===== config.mk =====
export PLATFORM = sky130hd
export DESIGN_NAME = xy_frame_loader
export DESIGN_NICKNAME = d
export VERILOG_FILES = /design/src/rtl/xy_stream_pkg.sv /design/src/rtl/xy_frame_loader.sv
export SDC_FILE = /design/constraint.sdc
export NUM_CORES = 1
export LEC_CHECK = 0
export CAP_MARGIN = 10
export CORE_MARGIN = 2
export CORE_UTILIZATION = 30
export CTS_CLUSTER_SIZE = 14
export DETAILED_ROUTE_END_ITERATION = 6
export SYNTH_ARGS = -nofsm -noshare
export SYNTH_HDL_FRONTEND = slang
export SYNTH_SLANG_ARGS = --single-unit

===== constraint.sdc =====
create_clock -name i_clk -period 3.1 [get_ports i_clk]
set_clock_uncertainty 0.2 [all_clocks]
set_input_delay 0.31 -clock i_clk [delete_from_list [all_inputs] [get_ports i_clk]]
set_output_delay 0.31 -clock i_clk [all_outputs]
set_load 0.05 [all_outputs]

===== src/rtl/xy_stream_pkg.sv =====
// Shared constants and FSM state type for the X/Y frame path
// (loader and display streamer).
package xy_stream_pkg;

  localparam int unsigned DATA_WIDTH = 9;
  localparam int unsigned DEPTH      = 2387;
  localparam logic [7:0]  SYNC_BYTE  = 8'hA5;
  localparam int unsigned ADDR_W     = $clog2(DEPTH);
  localparam int unsigned LEN_W      = $clog2(DEPTH + 1);

  typedef enum logic [2:0] {
    ST_IDLE,
    ST_LEN_HI,
    ST_LEN_LO,
    ST_PT_B0,
    ST_PT_B1,
    ST_PT_B2,
    ST_CHK
  } state_t;

endpackage


===== src/rtl/xy_frame_loader.sv =====
// Parses SYNC/LEN/points/CHK byte packets from the host link and emits one
// frame-RAM write per 9-bit X/Y point, plus frame done/ok and length-error pulses.
module xy_frame_loader
  import xy_stream_pkg::*;
(
  input  logic                  i_clk,
  input  logic                  i_rst,
  input  logic [7:0]            i_byte,
  input  logic                  i_byte_valid,
  output logic                  o_byte_ready,
  output logic                  o_wr_en,
  output logic [ADDR_W-1:0]     o_wr_addr,
  output logic [DATA_WIDTH-1:0] o_wr_x,
  output logic [DATA_WIDTH-1:0] o_wr_y,
  output logic                  o_frame_done,
  output logic                  o_frame_ok,
  output logic [LEN_W-1:0]      o_frame_len,
  output logic                  o_len_err
);

  state_t           state, state_next;
  logic [7:0]       len_hi;
  logic [LEN_W-1:0] len;
  logic [LEN_W-1:0] idx;
  logic [LEN_W-1:0] idx_inc;
  logic [7:0]       sum;
  logic [7:0]       b0, b1;
  logic [15:0]      len_field;
  logic             accept;
  logic             wr_fire, done_fire, len_err_fire;

  assign accept    = i_byte_valid & o_byte_ready;
  assign len_field = {len_hi, i_byte};
  assign idx_inc   = idx + 1'b1;

  always_ff @(posedge i_clk) begin
    if (i_rst) state <= ST_IDLE;
    else       state <= state_next;
  end

  always_comb begin
    state_next   = state;
    wr_fire      = 1'b0;
    done_fire    = 1'b0;
    len_err_fire = 1'b0;
    if (accept) begin
      unique case (state)
        ST_IDLE:   if (i_byte == SYNC_BYTE) state_next = ST_LEN_HI;
        ST_LEN_HI: state_next = ST_LEN_LO;
        ST_LEN_LO: begin
          if (len_field == 16'd0 || len_field > 16'(DEPTH)) begin
            len_err_fire = 1'b1;
            state_next   = ST_IDLE;
          end else begin
            state_next = ST_PT_B0;
          end
        end
        ST_PT_B0:  state_next = ST_PT_B1;
        ST_PT_B1:  state_next = ST_PT_B2;
        ST_PT_B2: begin
          wr_fire    = 1'b1;
          state_next = (idx_inc == len) ? ST_CHK : ST_PT_B0;
        end
        ST_CHK: begin
          done_fire  = 1'b1;
          state_next = ST_IDLE;
        end
        default:   state_next = ST_IDLE;
      endcase
    end
  end

  always_ff @(posedge i_clk) begin
    if (i_rst) begin
      o_byte_ready <= 1'b0;
      o_wr_en      <= 1'b0;
      o_wr_addr    <= '0;
      o_wr_x       <= '0;
      o_wr_y       <= '0;
      o_frame_done <= 1'b0;
      o_frame_ok   <= 1'b0;
      o_frame_len  <= '0;
      o_len_err    <= 1'b0;
      len_hi       <= '0;
      len          <= '0;
      idx          <= '0;
      sum          <= '0;
      b0           <= '0;
      b1           <= '0;
    end else begin
      // Ready drops exactly in the cycle the done/error pulse is visible.
      o_byte_ready <= ~(done_fire | len_err_fire);
      o_wr_en      <= wr_fire;
      o_frame_done <= done_fire;
      o_len_err    <= len_err_fire;
      if (accept) begin
        unique case (state)
          ST_IDLE: sum <= '0;
          ST_LEN_HI: begin
            len_hi <= i_byte;
            sum    <= sum + i_byte;
          end
          ST_LEN_LO: begin
            len <= LEN_W'(len_field);
            idx <= '0;
            sum <= sum + i_byte;
          end
          ST_PT_B0: begin
            b0  <= i_byte;
            sum <= sum + i_byte;
          end
          ST_PT_B1: begin
            b1  <= i_byte;
            sum <= sum + i_byte;
          end
          ST_PT_B2: begin
            sum       <= sum + i_byte;
            idx       <= idx_inc;
            o_wr_addr <= ADDR_W'(idx);
            o_wr_x    <= {i_byte[0], b0};
            o_wr_y    <= {i_byte[1], b1};
          end
          ST_CHK: begin
            o_frame_ok  <= (i_byte == sum);
            o_frame_len <= len;
          end
          default: ;
        endcase
      end
    end
  end

endmodule


==> impl_metrics.ini <==
[place]
postPlaceCellArea_sq_um = 5420
dp_hpwl_microns = 8450
place.gp.congestion = 0.856
io_buffers = 57

[synth]
synthArstFlopShare_pct = 0
synth_top_area_share_pct = 45.6
ys_top_cells_by_area = dfxtp_1 (46%), nand2_1 (9.1%), a21oi_1 (7.2%), mux2i_1 (6.0%), nor2_1 (4.8%)
syn_avg_cell_area_sq_um = 8.22
yosysMostFrequentCell = nand2_1
syn_nets = 586
ys_types = 54
yosysWarnings = 0
synth_top_area_cell = dfxtp_1
ys_seq_area_share_pct = 45.6
yosys-top-cells-count = nand2_1 (113), dfxtp_1 (106), a21oi_1 (67)
synth_edf_count = 0
ys.flop_type = dfxtp_1
synthCells = 566
netlist_area_sq_um = 4650
ys_seq_elements = 106

[floorplanning]
rows = 45
pin_count = 58
dieArea_sq_um = 16500
die_h_microns = 129
core_area_sq_um = 15200
chipWidth_microns = 129
initial_utilization_pct = 30.6

[finish]
drive_above_1_share_pct = 6.46
syn2layout_area_growth_pct = 23.0
final_area_sq_um = 5730
layout.nets = 634
diodes = 0
finish.utilization_pct = 37.7

[clock_network]
clk_latency_ns = 0.35
path_clk_slew_ns = 0.07
cts_setup_buffers = 0
clockRootBuffer = clkbuf_16
post_cts_resized = 0
clockBufferDepth = 2
cts_buffers = 9
cts_hold_buffers = 0
cts_tree = done
cts.sinks = 106
h-tree-depth = 3

[pwr]
power_frac_seq_pct = 51.5
p_comb_share_pct = 3.2
power.switching_uw = 599
p_leak_nw = 1.94
pwr-share-clk_pct = 45.3
power.density_nw_per_um2 = 462
p_int_mw = 2.04
swShare_pct = 22.7
totalPowerFinal_mw = 2.64
ir_worst_vdd_mv = 0.358

[global_routing]
grt_max_degree = 87
grt_overflow = 0
antenna_found_initial = 0
grt_pass1_wl_microns = 20000
grt_pass1_vias = 3880
track_usage_pct = 15.5

[worst_setup_path]
r2r_start = idx[1]
path_buf_inv = 0
cp-startpoint = idx[1]
worstSetupStartpointType = flip-flop
worst-endpoint-arrival_ns = 2.47
path_delay_family = simple AND/OR/NAND/NOR gates
crit_type = flip-flop to flip-flop
path_cells = ha_1, and3_1, and4_4, xnor2_1, a2111o_1, nor4_1, o21ai_1
slowest_delay_ns = 0.43
crit_required_ns = 3.14
critPathMaxFanout = 8
slowest_stage = dfxtp_1
worstSetupEndpointType = flip-flop

[timing]
max_freq_mhz = 413
finalHoldViolations = 0
whs_ns = 0.157
setup_violations = 0
drv_slew = 0
slew_headroom_pct = 43.3
period_needed_ns = 2.42
rsz0062_at_grt = no
worst_pin_slew_ns = 0.851
period_share_pct = 78.1
fin_setup_tns_ns = 0

[route]
drt_iter0_markers = 221
drc = 0
wirelength_microns = 12200
wire_per_inst_microns = 15.1
drtAntennaViolNets = 0
vias = 3969
dr.pass1.iters = 4
avgViaCountPerCell = 4.92

[job]
cap_violations = 0

[min_path]
holdCritPathClass = primary input to flip-flop
worstHoldStart = i_rst

[outcome]
outcome = completed
[sequential cells by signal, indices dropped and copies added, names as in the netlist]
signal	flops
o_len_err	1
o_frame_len	12
o_wr_y	9
o_frame_ok	1
o_byte_ready	1
len	12
state	3
sum	8
o_frame_done	1
o_wr_x	9
b0	8
idx	12
b1	8
o_wr_addr	12
o_wr_en	1
len_hi	8
[routing by layer]
layer	up-vias	track usage, %	wire length [microns]
met5	-	0	0
met4	0	5.75	279
met3	15	4.66	646
met2	95	25.3	5500
met1	1818	19.3	5730
li1	2041	-	-
[metrics by stage]
stage	std cells	worst slack, ns
after floorplan	566	0.897
after global placement	791	0.473
after detailed placement	791	0.417
after CTS	807	0.671
after global routing	807	0.429
final	807	0.678
[power by group through the flow]
stage          clock network [mW]  registers [mW]  logic [mW]
5_1_grt                      1.28            1.36      0.0918
3_5_place_dp                    0            1.39      0.0843
3_3_place_gp                    0            1.39      0.0833
4_1_cts                      1.24            1.36      0.0847
2_1_floorplan                   0            1.40      0.0404
6_report                     1.20            1.36      0.0841
[cell families (layout without fill, tap and decap cells)]
group	Yosys count	after routing	synth area share [%]
adders and majority gates	9	9	2.58
buffers and inverters	41	94	3.74
xor gates and xnor gates	19	19	3.58
DFF	106	106	45.6
AOI/OAI and AO/OA	124	124	15.5
and+or+nand+nor	238	238	22.8
muxes	29	29	6.26
[layout by cell type, fill, tap and decap left out, types with 2 or more instances in the layout]
cell | Yosys | final
a21oi_1 | 67 | 67
a211oi_1 | 2 | 2
a21o_1 | 2 | 2
nand4_1 | 4 | 4
nand2_1 | 113 | 113
nand4b_1 | 2 | 2
o21a_1 | 2 | 2
buf_4 | 1 | 14
nor3_1 | 16 | 16
clkinv_4 | 0 | 2
inv_6 | 0 | 2
or3_1 | 2 | 2
o21ai_0 | 25 | 25
inv_1 | 7 | 7
nand2b_1 | 3 | 3
a22oi_1 | 5 | 5
clkbuf_16 | 0 | 9
nor4b_1 | 2 | 2
nor2_1 | 59 | 58
o21ai_1 | 2 | 2
xnor2_1 | 11 | 11
o31ai_1 | 5 | 5
nand3_1 | 9 | 9
and3_1 | 3 | 3
ha_1 | 8 | 8
and4_1 | 2 | 2
xor2_1 | 8 | 8
nand3b_1 | 2 | 2
dfxtp_1 | 106 | 106
o21bai_1 | 3 | 3
or2_2 | 2 | 2
clkdlybuf4s50_1 | 0 | 56
and2_1 | 3 | 3
nor3_2 | 2 | 2
nor4_1 | 8 | 8
mux2i_1 | 28 | 28
[cell type report]
type / count / area (sq um)
Clock buffer: 10 / 239
Tap cell: 188 / 235
Fill cell: 1575 / 9480
Timing Repair Buffer: 71 / 671
Inverter: 7 / 26.3
Multi-Input combinational cell: 419 / 2360
Sequential cell: 106 / 2120
Clock inverter: 6 / 72.6
[worst paths after layout]
| path | slack (ns) | to | cells after the start |
|---|---|---|---|
| setup / recovery | 0.68 | state[0] | 7 |
| hold reg to reg | 0.25 | o_wr_addr[9] | 2 |
| setup reg to reg | 0.68 | state[0] | 7 |
| hold / removal | 0.16 | idx[7] | 2 |
Power figures use the tool's default switching activity.
